**src/rtl/mod_split_multi_chan_pipe.sv**
```systemverilog
// mod_split_multi_chan_pipe: each accepted sample fans out to NCH channels
// (ch0 saturates to all-ones above THRESH, ch i = data_in + i), then flows
// through a two-stage valid/ready pipeline with a single global advance.
// Optional override counter guarded by macro SPLIT_MULTI_CHAN_OVR_COUNT_EN;
// when undefined, ovr_count is tied to zero.
module mod_split_multi_chan_pipe #(
    parameter int WIDTH  = 8,
    parameter int NCH    = 3,
    parameter int THRESH = 100,
    parameter int CNT_W  = 8
) (
    input  logic                   clk,
    input  logic                   reset,
    input  logic                   in_valid,
    output logic                   in_ready,
    input  logic [WIDTH-1:0]       data_in,
    output logic                   out_valid,
    input  logic                   out_ready,
    output logic [NCH*WIDTH-1:0]   out_data,
    output logic [CNT_W-1:0]       ovr_count
);

    localparam logic [WIDTH-1:0] THR = WIDTH'(THRESH);

    logic                       adv;
    logic                       ovr;
    logic [NCH-1:0][WIDTH-1:0]  s1_data_d;
    logic [NCH-1:0][WIDTH-1:0]  s1_data_q;
    logic                       s1_valid_q;
    logic [NCH-1:0][WIDTH-1:0]  out_data_q;
    logic                       out_valid_q;

    // Both stages move together; anything short of a held output lets data flow.
    assign adv      = !out_valid_q || out_ready;
    assign in_ready = adv;
    assign ovr      = data_in > THR;

    // Per-channel transform of the incoming sample.
    for (genvar i = 0; i < NCH; i++) begin : g_ch
        if (i == 0) begin : g_ovr
            assign s1_data_d[i] = ovr ? '1 : data_in;
        end else begin : g_add
            assign s1_data_d[i] = data_in + WIDTH'(i);
        end
    end

    // Stage 1: capture the fanned-out sample; payload only loads on a valid beat.
    always_ff @(posedge clk or posedge reset) begin
        if (reset) begin
            s1_valid_q <= 1'b0;
            s1_data_q  <= '0;
        end else if (adv) begin
            s1_valid_q <= in_valid;
            if (in_valid) s1_data_q <= s1_data_d;
        end
    end

    // Stage 2: output register, frozen while downstream stalls.
    always_ff @(posedge clk or posedge reset) begin
        if (reset) begin
            out_valid_q <= 1'b0;
            out_data_q  <= '0;
        end else if (adv) begin
            out_valid_q <= s1_valid_q;
            if (s1_valid_q) out_data_q <= s1_data_q;
        end
    end

    assign out_valid = out_valid_q;
    assign out_data  = out_data_q;

`ifdef SPLIT_MULTI_CHAN_OVR_COUNT_EN
    logic [CNT_W-1:0] ovr_cnt_q;

    // Count accepted over-threshold samples, sticking at the maximum.
    always_ff @(posedge clk or posedge reset) begin
        if (reset) begin
            ovr_cnt_q <= '0;
        end else if (in_valid && adv && ovr && (ovr_cnt_q != '1)) begin
            ovr_cnt_q <= ovr_cnt_q + 1'b1;
        end
    end

    assign ovr_count = ovr_cnt_q;
`else
    assign ovr_count = '0;
`endif

endmodule

```
**config.mk**
```make
export PLATFORM = sky130hd
export DESIGN_NAME = mod_split_multi_chan_pipe
export DESIGN_NICKNAME = d
export VERILOG_FILES = /design/src/rtl/mod_split_multi_chan_pipe.sv
export SDC_FILE = /design/constraint.sdc
export NUM_CORES = 1
export LEC_CHECK = 0
export CORE_UTILIZATION = 49
export DETAILED_ROUTE_END_ITERATION = 8
export PLACE_DENSITY = 0.74
export SYNTH_ARGS = -nofsm -noshare
export SYNTH_HDL_FRONTEND = slang
export SYNTH_SLANG_ARGS = --single-unit
```
**constraint.sdc**
```tcl
create_clock -name clk -period 1.9 [get_ports clk]
set_input_delay 0.38 -clock clk [delete_from_list [all_inputs] [get_ports clk]]
set_output_delay 0.38 -clock clk [all_outputs]
set_load 0.02 [all_outputs]
```
**Word level (Yosys, flattened, before mapping)**

Index checks and enable logic that the tools add are counted.

- Word-level logic and storage cells: 16
- Output and inout bits: 34
- Register bits after elaboration: 50

- Reduce and logical (&&, ||, !) cells: 4
- Mux-type cells: 1
- Magnitude comparators: 1
- Add/sub/neg operators: 2

Operators by type and width:

| kind | count |
|---|---|
| 8-bit by 1-bit adder with 8-bit output (second input constant) | 1 |
| 8-bit by 2-bit adder with 8-bit output (second input constant) | 1 |
| 8-bit by 7-bit greater-than comparator with 1-bit output (second input constant) | 1 |
| 8-bit 2-to-1 mux | 1 |
| 2-bit AND reduction | 2 |
| 1-bit zero test | 1 |
| 1-bit logical OR | 1 |

**Longest topological paths before layout**

Gate-level depths: netlist (run 1).

- Depth in word-level cells: 3
- Gate-level depth with buffers: 6
- Mapped depth without buffers: 5

**Worst setup path after synthesis (run 1)**

OpenSTA, ideal clock, no wires.

- Path kind: register to register
- Start point: register out_valid_q, in the netlist out_valid
- End point: register out_data_q (netlist bit out_data[10])
- Cell stages (with the launch flop): 6
- Setup time: 0.125 ns
- Period minus slack after synthesis: 1.365 ns
- Required time: 1.775 ns
- Setup slack: 0.535 ns
- Data arrival time: 1.240 ns
- Buffers on the path: 2
- Cell sequence: dfrtp_1 -> nand2b_4 -> buf_6 -> nand2_4 -> buf_4 -> mux2_2

- Cells in the longest elaborated chain, start to end: 3

Ends and longest elaborated chain:

| item | RTL line | RTL |
|---|---|---|
| from (decl) | 31 | `logic out_valid_q;` |
| from (signal assigned) | 64 | `out_valid_q <= s1_valid_q;` |
| 1-bit zero test | 34 | `assign adv = !out_valid_q \|\| out_ready;` |
| 1-bit logical OR | 34 |  |
| 2-bit AND reduction (no line) | n/a |  |
| to (signal assigned) | 65 | `if (s1_valid_q) out_data_q <= s1_data_q;` |
| to (decl) | 30 | `logic [NCH-1:0][WIDTH-1:0] out_data_q;` |

No other way between the ends.
A chain may end at the register's enable or synchronous reset.

**Worst setup path in the final report (run 1)**

- Start point: register out_valid_q, in the netlist out_valid
- End point: output out_valid

RTL lines:

| item | RTL line | RTL |
|---|---|---|
| to (decl) | 17 | `output logic out_valid,` |

No word-level cell between the ends.

==> summary.md, run 1 <==
| Metric | Value |
|---|---|
| Status | completed |
| RSZ-0062 raised after global routing | false |
| Fin util | 64.77% |
| Global-route wire length before repair | 7507 µm |
| Largest net degree at the start of global routing | 51 |
| Number of synthesized register bits | 50 |
| Placer Congestion | 0.8641 |
| Met3 Use GR | 4.906% |
| Share of the synthesized area in the top cell type | 54.85% |
| CTS clk-pin slew, worst paths | 0.09 ns |
| Final TNS setup | 0 ns |
| Via count | 1,508 |
| Register area share after synthesis | 54.85% |
| Layout cells sized above 1 | 27.16% |
| Overflow after GRT | 0 |
| Max clock buf depth | 2 |
| Slowest CP cell | clkdlybuf4s50_1 |
| Count of different cell masters after synthesis | 28 |
| GR peak layer | met2 |
| P_leak | 1.166 nW |
| Top cell family by delay on the critical path | buffers and inverters |
| H-tree depth | 2 |
| Die height | 70.23 µm |
| Critical Path Source Type | flop |
| First-pass detailed-route iteration total | 4 |
| Cell Area, Synth | 2281 µm² |
| Ranking of synthesized cells by area | dfrtp_1 (55%), mux2_2 (12%), a21oi_1 (6.6%), buf_4 (3.6%), a41oi_2 (3.6%) |
| Post-CTS Setup Repair Bufs | 0 |
| Synth top cells by count | dfrtp_1 (50), a21oi_1 (30), mux2_2 (24) |
| Synth Flop Type | dfrtp_1 |
| Met2 Track Usage GR | 32.06% |
| Initial antenna violation count | 0 |
| Hold buffer count at CTS | 0 |
| Final setup fails | 0 |
| DP HPWL | 3128 µm |
| Syn avg cell area | 12.67 µm² |
| Power density cells | 1128 nW/µm² |
| FILL cells | 337 |
| Worst R2R End | out_data[18]$_DFFE_PP0P_ |
| Mapped Cells | 180 |
| Final hold violations | 0 |
| CTS tree | done |
| Ys Warns | 0 |
| Top achievable clock speed | 591.7 MHz |
| Critical path peak fanout | 2 |
| Die width | 70.23 µm |
| Io pins | 46 |
| Overall Global Routing Usage | 19.66% |
| Worst setup EP type | primary output |
| Crit Path Category | flop to primary output |
| Setup Skew | 0.01087 ns |
| Routed len/inst | 15.61 µm |
| Root Buffer Master | clkbuf_8 |
| Worst Path Arrival | 1.31 ns |
| Starting density of the core | 51.67% |
| Maximum vdd ir drop | 0.0007845 V |
| Vias in the first global route | 1,486 |
| Critical path's largest stage delay | 0.62 ns |
| TritonCTS Sinks | 50 |
| Die area | 4932 µm² |
| GR Layer Usage met1 | 25.87% |
| Area Overhead vs Synth | 25.34% |
| Power, Total | 0.003226 W |
| DRT iter0 DRCs | 129 |
| WL final | 4433 µm |
| Final cell count without fillers | 284 |
| Min Hold Slack | 0.4172 ns |
| Final ANT Viol Nets | 0 |
| Tcrit/Tclk final | 88.95% |
| Post-synth ARST share | 100.0% |
| Cell row count | 24 |
| Cell with the most instances after synthesis | dfrtp_1 |
| Max cap viols | 0 |
| EDFF count, synth | 0 |
| Cells along the critical path | clkdlybuf4s50_1 |
| R2R Setup Slk | 0.45 ns |
| Core box area | 4414 µm² |
| Number of buffers created by CTS | 5 |
| HP Class | primary input to asynchronous set/reset pin |
| Required time of the critical path | 1.52 ns |
| FF-to-FF path depth | 4 |
| DRC violations left | 0 |
| Dpl cells | 276 |
| Via/cell ratio | 5.310 |
| Worst-Skew Late Latency | 0.30 ns |
| Final Critical Period | 1.690 ns |
| Fin. max-slew vios | 0 |
| Port-buffer cells | 37 |
| Fin nets | 246 |
| Cell taking the most area after synthesis | dfrtp_1 |
| Ant diodes | 0 |
| Crit path buffers/inverters | 1 |
| R2r startpoint | out_valid$_DFFE_PP0N_ |
worst max path at each step:
stage / start / end / depth (start not counted)
floorplan: reset / out_data[0]$_DFFE_PP0P_ / 1
global placement: out_ready / in_ready / 3
detailed placement: out_ready / in_ready / 3
CTS: out_valid$_DFFE_PP0N_ / out_valid / 1
global route: out_valid$_DFFE_PP0N_ / out_valid / 1
finish: out_valid$_DFFE_PP0N_ / out_valid / 1
cell usage in the layout (no fill, tap or decap), types with 5 or more instances in the layout:
| cell type | count |
|---|---|
| dfrtp_1 | 50 |
| clkdlybuf4s50_1 | 36 |
| a21oi_1 | 30 |
| mux2_2 | 24 |
| buf_4 | 18 |
| conb_1 | 8 |
| inv_1 | 7 |
| xnor2_1 | 5 |
| a41oi_2 | 5 |
| clkbuf_8 | 5 |
registers in the layout, indices dropped and copies added, names as in the netlist:
signal / count
s1_data_q: 24
s1_valid_q: 1
out_valid: 1
out_data: 24
layer usage:
layer  wire length, µm  up-vias
li1                  -      718
met1              1905      750
met2              2303       33
met3               161        7
met4                62        0
met5                 0        -
where the power goes:
group / switching (W) / internal (W) / total, W / leakage, nW
clock: 0.000329 / 0.000394 / 0.000723 / 0.0524
sequential: 0.000131 / 0.00131 / 0.00144 / 0.541
combinational: 0.000507 / 0.000553 / 0.00106 / 0.573
final cells by class:
type	count	area (µm²)	share of cell area, %
Sequential cell	50	1251	43.76
Clock buffer	7	76.32	2.670
Inverter	8	30.03	1.050
Tap cell	52	65.06	2.276
Clock inverter	1	30.03	1.050
Timing Repair Buffer	56	524.3	18.34
Multi-Input combinational cell	110	882.1	30.85
cell families after synthesis:
group           count (synthesis)  share of synthesized area (%)
simple gates                   18                          4.991
fa+ha+maj                       3                          1.646
mux                            29                          14.98
other cells                     1                         0.1644
xor+xnor                        7                          2.688
compound gates                 45                          13.06
buf+inv                        27                          7.624
flops                          50                          54.85
through the flow:
| stage | setup WS (ns) | instance area, µm² |
|---|---|---|
| 5_1_grt | 0.1754 | 2859 |
| 2_1_floorplan | 0.3188 | 2307 |
| 4_1_cts | 0.1863 | 2859 |
| 3_5_place_dp | -0.05957 | 2754 |
| 3_3_place_gp | -0.06438 | 2754 |
| 6_report | 0.2099 | 2859 |
repair_timing:
item	CTS	global route
setup endpoints to repair	1	0
gates resized for setup	1	0
hold endpoints to repair	0	0
No activity file was read; power rests on OpenSTA's default activity.
==> inputs of run 2 (changes only) <==
--- a/config.mk
+++ b/config.mk
@@ -8,6 +8,7 @@
 export CORE_UTILIZATION = 49
 export DETAILED_ROUTE_END_ITERATION = 8
 export PLACE_DENSITY = 0.74
+export SETUP_SLACK_MARGIN = 0.05
 export SYNTH_ARGS = -nofsm -noshare
 export SYNTH_HDL_FRONTEND = slang
 export SYNTH_SLANG_ARGS = --single-unit
==> results of run 2 <==
The final DEF is identical to that of run 1; final timing and power are the same.
==> inputs of run 3 (changes only) <==
--- a/config.mk
+++ b/config.mk
@@ -5,9 +5,9 @@
 export SDC_FILE = /design/constraint.sdc
 export NUM_CORES = 1
 export LEC_CHECK = 0
-export CORE_UTILIZATION = 49
+export CORE_UTILIZATION = 28
 export DETAILED_ROUTE_END_ITERATION = 8
-export PLACE_DENSITY = 0.74
+export PLACE_DENSITY = 0.46
 export SETUP_SLACK_MARGIN = 0.05
 export SYNTH_ARGS = -nofsm -noshare
 export SYNTH_HDL_FRONTEND = slang
==> run 3 against run 2 <==
- non-clock buffer count up 2
- cell count grew 18%
- worst hold slack improved by 0.024 ns
- critical path depth unchanged
- register-to-register slack about the same
- largest power group unchanged
==> summary.md, run 3 (same netlist as run 1, synthesis figures left out) <==
| Metric | Value |
|---|---|
| Required time of the critical path | 1.52 ns |
| Setup Skew | 0.007687 ns |
| Fin nets | 248 |
| Crit Path Category | flop to primary output |
| Core box area | 7807 µm² |
| Post-CTS Setup Repair Bufs | 0 |
| DRT iter0 DRCs | 42 |
| WL final | 4672 µm |
| Via count | 1,477 |
| Placer Congestion | 0.7149 |
| Number of buffers created by CTS | 5 |
| P_leak | 1.172 nW |
| Cell row count | 32 |
| Vias in the first global route | 1,497 |
| DRC violations left | 0 |
| Status | completed |
| Max clock buf depth | 2 |
| CTS clk-pin slew, worst paths | 0.09 ns |
| Overall Global Routing Usage | 11.82% |
| Final ANT Viol Nets | 0 |
| Max cap viols | 0 |
| TritonCTS Sinks | 50 |
| Top achievable clock speed | 589.1 MHz |
| Initial antenna violation count | 0 |
| Io pins | 46 |
| GR peak layer | met2 |
| Area Overhead vs Synth | 28.09% |
| Fin. max-slew vios | 0 |
| First-pass detailed-route iteration total | 4 |
| CTS tree | done |
| DP HPWL | 3272 µm |
| FF-to-FF path depth | 4 |
| Stages on worst setup path | 1 |
| Starting density of the core | 29.21% |
| Top cell family by delay on the critical path | buffers and inverters |
| Min Hold Slack | 0.4416 ns |
| Crit path buffers/inverters | 1 |
| Final worst setup slack | 0.2026 ns |
| Critical path's largest stage delay | 0.62 ns |
| HP Class | primary input to asynchronous set/reset pin |
| Final setup fails | 0 |
| Final hold violations | 0 |
| Maximum vdd ir drop | 0.0002955 V |
| Worst setup EP type | primary output |
| Tcrit/Tclk final | 89.34% |
| GR Layer Usage met1 | 16.41% |
| Critical path peak fanout | 2 |
| Root Buffer Master | clkbuf_8 |
| Hold buffer count at CTS | 0 |
| Met2 Track Usage GR | 18.03% |
| # resized after CTS | 1 |
| RSZ-0062 raised after global routing | false |
| Worst Path Arrival | 1.32 ns |
| Routed len/inst | 13.90 µm |
| Die area | 8511 µm² |
| Die width | 92.26 µm |
| FILL cells | 805 |
| Via/cell ratio | 4.396 |
| Global-route wire length before repair | 7838 µm |
| Worst-Skew Late Latency | 0.30 ns |
| Commonest non-fill, non-tap cell in the layout | dfrtp_1 |
| Slowest CP cell | clkdlybuf4s50_1 |
| Layout cells sized above 1 | 28.21% |
| Pre-CTS setup slack | -0.07814 ns |
| H-tree depth | 2 |
| Largest net degree at the start of global routing | 51 |
| Met3 Use GR | 2.570% |
| Overflow after GRT | 0 |
| Most frequent cells in the layout | dfrtp_1 (50), clkdlybuf4s50_1 (36), a21oi_1 (30), mux2_2 (24), buf_4 (20) |
| Cells along the critical path | clkdlybuf4s50_1 |
| Critical Path Source Type | flop |
| Final Critical Period | 1.697 ns |
| Power density cells | 1070 nW/µm² |
| Ant diodes | 0 |
| Port-buffer cells | 37 |
| Die height | 92.26 µm |
run 3: cell types whose count changed in the layout (fill, tap and decap cells not counted), sizes merged:
cell,previous run,this run
clkinv,0,1
bufinv,1,0
buf,19,21
run 3: power breakdown:
| part | internal, W | total [W] | switching, W |
|---|---|---|---|
| registers | 0.00131 | 0.00144 | 0.000128 |
| logic | 0.000557 | 0.00106 | 0.000499 |
| clock network | 0.000294 | 0.000632 | 0.000338 |
| total | 0.00216 | 0.00313 | 0.000964 |
run 3: final cells by class:
type	count	area, µm²	share of cell area (%)
multi-input combinational	110	882.1	30.19
clock buffer	7	86.33	2.955
clock inverter	1	5.005	0.1713
sequential	50	1251	42.83
tap	102	127.6	4.368
timing repair buffer	58	539.3	18.46
inverter	8	30.03	1.028
run 3: final timing paths:
check,from,endpoint,slack [ns]
max in group asynchronous,reset,s1_data_q[0]$_DFFE_PP0P_,1.23
hold reg to reg,s1_data_q[0]$_DFFE_PP0P_,out_data[0]$_DFFE_PP0P_,0.51
setup / recovery,out_valid$_DFFE_PP0N_,out_valid,0.20
setup reg to reg,out_valid$_DFFE_PP0N_,out_data[17]$_DFFE_PP0P_,0.45
hold / removal,reset,out_data[13]$_DFFE_PP0P_,0.44
min in group clk,s1_data_q[0]$_DFFE_PP0P_,out_data[0]$_DFFE_PP0P_,0.51
run 3: per-stage QoR:
step / util (%) / area [µm²] / TNS, ns / instances / power, W
finish: 37.42 / 2922 / 0 / 336 / 0.003127
global route: 37.42 / 2922 / 0 / 336 / 0.003322
CTS: 37.42 / 2922 / 0 / 336 / 0.003183
detailed placement: 36.27 / 2831 / -1.440 / 328 / 0.002534
global placement: 36.27 / 2831 / -1.501 / 328 / 0.002527
floorplan: - / 2307 / 0 / 187 / 0.002064
run 3: routing by layer:
metal	up-vias	part of all wire [%]	wire, µm
li1	721	-	-
met1	726	48	2261
met2	23	47	2194
met3	7	3.1	145
met4	0	1.5	70
met5	-	0	0
